### config.mk
export PLATFORM = sky130hd
export DESIGN_NAME = shift_tx_controller
export DESIGN_NICKNAME = d
export VERILOG_FILES = /design/src/rtl/shift_tx_controller.sv
export SDC_FILE = /design/constraint.sdc
export NUM_CORES = 1
export LEC_CHECK = 0
export CORE_ASPECT_RATIO = 1.5
export CORE_MARGIN = 2
export CORE_UTILIZATION = 25
export DETAILED_ROUTE_END_ITERATION = 16
export PLACE_DENSITY = 0.55
export SETUP_SLACK_MARGIN = 0.4
export SLEW_MARGIN = 20
export SYNTH_ARGS = -nofsm -noshare
export SYNTH_HDL_FRONTEND = slang
export SYNTH_SLANG_ARGS = --single-unit
### constraint.sdc
create_clock -name clk -period 2.8 [get_ports clk]
set_input_delay 0.56 -clock clk [delete_from_list [all_inputs] [get_ports clk]]
set_output_delay 0.56 -clock clk [all_outputs]
set_load 0.02 [all_outputs]
### src/rtl/shift_tx_controller.sv
// rtl/shift_tx_controller.sv - LSB-first serial transmit controller with valid/ready load and per-bit hold divider
//
// Ports:
//   clk         clock, all state updates on its rising edge
//   rst         asynchronous active-high reset
//   din         parallel word, sampled only on the load handshake
//   load_valid  producer has a word on din
//   load_ready  controller is idle and will take a word this cycle
//   abort       synchronous cancel of the current frame (highest priority)
//   SO          serial output, LSB first, low outside SHIFT
//   shift_en    strobe on each cycle the internal register shifts
//   busy        high while in SHIFT or DONE
//   done        one-cycle pulse after the last bit has been held
module shift_tx_controller #(
    parameter int WIDTH = 8,
    parameter int DIV   = 1
) (
    input  logic             clk,
    input  logic             rst,
    input  logic [WIDTH-1:0] din,
    input  logic             load_valid,
    output logic             load_ready,
    input  logic             abort,
    output logic             SO,
    output logic             shift_en,
    output logic             busy,
    output logic             done
);

    localparam int CW = $clog2(WIDTH + 1);
    localparam int DW = (DIV > 1) ? $clog2(DIV) : 1;

    localparam logic [CW-1:0] BIT_FULL = CW'(WIDTH);
    localparam logic [CW-1:0] BIT_ONE  = CW'(1);
    localparam logic [DW-1:0] DIV_LAST = DW'(DIV - 1);
    localparam logic [DW-1:0] DIV_ONE  = DW'(1);

    typedef enum logic [1:0] {
        IDLE  = 2'd0,
        SHIFT = 2'd1,
        DONE  = 2'd2
    } state_t;

    state_t           state;
    logic [WIDTH-1:0] sr;
    logic [CW-1:0]    bit_cnt;
    logic [DW-1:0]    div_cnt;

    always_ff @(posedge clk or posedge rst) begin
        if (rst) begin
            state      <= IDLE;
            sr         <= '0;
            bit_cnt    <= '0;
            div_cnt    <= '0;
            load_ready <= 1'b1;
            busy       <= 1'b0;
            done       <= 1'b0;
        end else if (abort) begin
            // Abort wins over everything, including a handshake in the same
            // cycle: the offered word is consumed and dropped.
            state      <= IDLE;
            sr         <= '0;
            bit_cnt    <= '0;
            div_cnt    <= '0;
            load_ready <= 1'b1;
            busy       <= 1'b0;
            done       <= 1'b0;
        end else begin
            case (state)
                IDLE: begin
                    if (load_valid) begin
                        state      <= SHIFT;
                        sr         <= din;
                        bit_cnt    <= BIT_FULL;
                        div_cnt    <= DIV_LAST;
                        load_ready <= 1'b0;
                        busy       <= 1'b1;
                    end
                end
                SHIFT: begin
                    if (div_cnt == '0) begin
                        sr      <= {1'b0, sr[WIDTH-1:1]};
                        bit_cnt <= bit_cnt - BIT_ONE;
                        div_cnt <= DIV_LAST;
                        if (bit_cnt == BIT_ONE) begin
                            state <= DONE;
                            done  <= 1'b1;
                        end
                    end else begin
                        div_cnt <= div_cnt - DIV_ONE;
                    end
                end
                DONE: begin
                    state      <= IDLE;
                    done       <= 1'b0;
                    busy       <= 1'b0;
                    load_ready <= 1'b1;
                end
                default: begin
                    state      <= IDLE;
                    sr         <= '0;
                    bit_cnt    <= '0;
                    div_cnt    <= '0;
                    load_ready <= 1'b1;
                    busy       <= 1'b0;
                    done       <= 1'b0;
                end
            endcase
        end
    end

    // Both are pure decodes of flops, so an async reset clears them at once.
    // The last cycle of each bit's hold window is the cycle that shifts.
    assign shift_en = (state == SHIFT) && (div_cnt == '0);
    assign SO       = (state == SHIFT) && sr[0];

endmodule
==> results.rst <==
.. list-table::
   :header-rows: 1

   * - Metric
     - Value
   * - Setup fix buffers added after clock tree synthesis
     - 0
   * - Initial Util
     - 26.2%
   * - Aggregate global-route resource usage
     - 9.79%
   * - Delay of the slowest cell on the worst path
     - 0.55 ns
   * - Type of origin of the critical path
     - register
   * - Mean instance size in the synthesized netlist
     - about 12 sq um
   * - Fin area
     - 1110 sq um
   * - Post-DRT Antenna Nets
     - 0
   * - Slowest library cell on the worst path
     - dfrtp_1
   * - Power density cells
     - roughly 560 nW/um^2
   * - Iteration-0 DRC Markers
     - 13
   * - Clock buffer count from CTS
     - 3
   * - Via-per-instance ratio
     - roughly 4.6
   * - Worst setup path class
     - register to output port
   * - Sequential Area
     - 427 sq um
   * - Clock buffer depth
     - 2
   * - Count leader, synth
     - dfrtp_1
   * - Min cycle time layout
     - 2.33 ns
   * - Share of post-route cells with drive strength above 1
     - approximately 18%
   * - Path type of the worst min-delay path
     - register to register
   * - Capturing element type of the critical path
     - output port
   * - Final layout net count
     - 106
   * - Clock H-tree levels
     - 1
   * - Top FF cell, synth
     - dfrtp_1
   * - Slew at the pin with the worst max-slew slack
     - around 0.65 ns
   * - Count of warnings emitted by yosys
     - 0
   * - Total congestion overflow after global routing
     - 0
   * - Number of rows in the core area
     - 26
   * - Arrival time of the worst setup path
     - 1.77 ns
   * - Die Area
     - 4080 sq um
   * - Clock transition time at the flip-flop clock pins of the worst setup and hold paths
     - 0.07 ns
   * - Clk root buf
     - clkbuf_8
   * - Hold Violations, Final
     - 0
   * - Commonest cells in the synthesized netlist
     - 16 x dfrtp_1, 7 x mux2_4, 6 x a22o_1
   * - Worst setup slack after layout
     - 0.475 ns
   * - Count of boundary I/O pins
     - 17
   * - Worst setup slack before clock tree synthesis
     - 0.528 ns
   * - Flop and latch count out of synthesis
     - 17
   * - Proportion of netlist area held by the largest area contributor
     - between 40% and 50%
   * - Setup repair after global routing missed its margin
     - false
   * - Via count of the first global-routing pass
     - 599
   * - Part of the Yosys area used for sequential elements
     - a little under half
   * - Library cell with the largest summed area after synthesis
     - dfrtp_1
   * - Ys async rst share
     - between 90% and 100%
   * - Crit path cell chain
     - and2b_2 > and2_1 > clkdlybuf4s50_1
   * - Cells after synthesis
     - 75
   * - Worst clock skew on the final layout
     - roughly 0.0036 ns
   * - Wire length after detailed routing
     - 1.71 mm
   * - Reg-to-reg setup timing slack
     - roughly 1.1 ns
   * - Wire length of the first global-routing pass
     - 2.86 mm
   * - Cells taking the most area after synthesis
     - dfrtp_1 45%, mux2_4 12%, a22o_1 5.9%
   * - Synth-to-Final Area Change
     - 24.3%
   * - Largest net degree at the start of global routing
     - 18
   * - VDD IR max
     - around 0.25 mV
   * - Post-CTS Hold Fix Bufs
     - 0
   * - Total negative slack for setup checks
     - 0 ns
   * - Total count of max-transition violations in the final report
     - 0
   * - Number of enable flip-flop cells after synthesis
     - 0
   * - Die span in x
     - 52.8 um
   * - Number of detailed-route iterations in the first pass
     - 4
   * - Cell area after placement
     - 1070 sq um
   * - Diodes inserted
     - 0
   * - Highest fanout seen on the critical path
     - 9
   * - Count of distinct cell types in the synthesized netlist
     - 27
   * - Cell area after synthesis
     - 895 sq um
   * - Final count of negative-setup-slack endpoints
     - 0
   * - Routability congestion estimate from global placement
     - 0.684
   * - Total number of vias
     - 610
   * - Clock insertion delay at the later pin of the skew report
     - roughly 0.25 ns
   * - TritonCTS Sinks
     - 17
   * - Quantity of gates resized following cts
     - 0
   * - CP required
     - 2.24 ns
   * - Port Buffers
     - 16
   * - Post-route clock period utilization
     - roughly 83%
   * - Worst max-slew margin expressed relative to the limit
     - 56.5%
   * - Max-capacitance violation count
     - 0
   * - Initial antenna violation count
     - 0
   * - Mapped Nets
     - 89
   * - Number of fill cells in the layout
     - 347
   * - Height of the chip
     - 77.3 um
   * - Post-route DRC violation count
     - 0
   * - Leakage
     - 0.523 nW
   * - Total area of multi-input combinational cells
     - 408 sq um
   * - Wire length per cell
     - about 13 um
   * - Placed wire-length estimate
     - 1.28 mm
   * - Result of the run
     - complete, no violations
   * - Core region area
     - 3420 sq um
   * - Achievable clock frequency
     - 430 MHz
   * - CTS tree
     - done
==> through the flow <==
stage	utilization, %	cells	total power [W]	hold slack, ns
final	32.6	133	0.000619	0.458
after global placement	31.2	129	0.000436	0.449
after global routing	32.6	133	0.000655	0.488
after floorplan	-	75	0.000396	0.473
after CTS	32.6	133	0.000628	0.461
after detailed placement	31.2	129	0.000440	0.449
==> critical path, delay by kind of cell, from the launching register on <==
family	cells	cell delay, ns
and+or+nand+nor	2	0.43
buffers and inverters	1	0.53
DFF	1	0.55
==> area by class of cell <==
| class | count | area share (%) |
|---|---|---|
| Inverter | 5 | 1.69 |
| Timing Repair Buffer | 16 | 14.4 |
| Sequential cell | 17 | 38.4 |
| Clock inverter | 1 | 0.450 |
| Multi-Input combinational cell | 49 | 36.7 |
| Tap cell | 42 | 4.72 |
| Clock buffer | 3 | 3.71 |
==> placed cells by master, fill, tap and decap left out <==
master / synthesis / layout
a21oi_1: 2 / 2
nor3b_1: 1 / 1
nand2_1: 3 / 3
o22ai_1: 1 / 1
or3_1: 1 / 1
mux2_4: 7 / 7
nor2b_4: 1 / 1
inv_1: 5 / 5
nor3b_2: 1 / 1
a21o_1: 1 / 1
ha_1: 2 / 2
a31oi_1: 2 / 2
clkbuf_8: 0 / 3
a2bb2oi_1: 1 / 1
clkdlybuf4s50_1: 0 / 16
a21boi_0: 1 / 1
and3_1: 1 / 1
and2_1: 2 / 2
nand2b_1: 3 / 3
dfstp_2: 1 / 1
nor3_1: 4 / 4
a22o_1: 6 / 6
o21ai_0: 1 / 1
mux2i_1: 3 / 3
and2b_2: 2 / 2
nor2_1: 3 / 3
dfrtp_1: 16 / 16
clkinv_2: 0 / 1
==> path summary, 6_finish.rpt <==
kind | from | end | cells after the start
setup / recovery | state[1] | SO | 3
hold / removal | load_ready | load_ready | 2
setup reg to reg | state[1] | sr[5] | 3
hold reg to reg | load_ready | load_ready | 2
max in group asynchronous | rst | bit_cnt[0] | 2
min in group asynchronous | rst | sr[7] | 2
==> metal layers <==
layer / part of all wire (%) / GRT usage (%)
met1: 42 / 11.4
met2: 50 / 15.5
met3: 5.1 / 2.33
met4: 3.2 / 6.15
met5: 0 / 0
==> power breakdown <==
| group | leakage [nW] | total, W | switching, W | internal, W |
|---|---|---|---|---|
| Sequential | 0.221 | 0.000300 | 0.0000252 | 0.000275 |
| Combinational | 0.276 | 0.000133 | 0.0000575 | 0.0000751 |
| Clock | 0.0255 | 0.000186 | 0.0000873 | 0.0000989 |
==> logic make-up (layout without fill, tap and decap cells) <==
family	count (synthesis)	count (layout)	share of synthesized area, %
AOI/OAI and AO/OA	15	15	12.3
adders and majority gates	2	2	2.80
buffers and inverters	9	25	6.71
DFF	17	17	47.7
muxes	10	10	15.1
and+or+nand+nor	22	22	15.4
==> flip-flops by register name, summed over array words and instances (netlist names) <==
signal      flops
state           2
load_ready      1
done            1
bit_cnt         4
busy            1
sr              8
No activity file was read; power rests on OpenSTA's default activity.
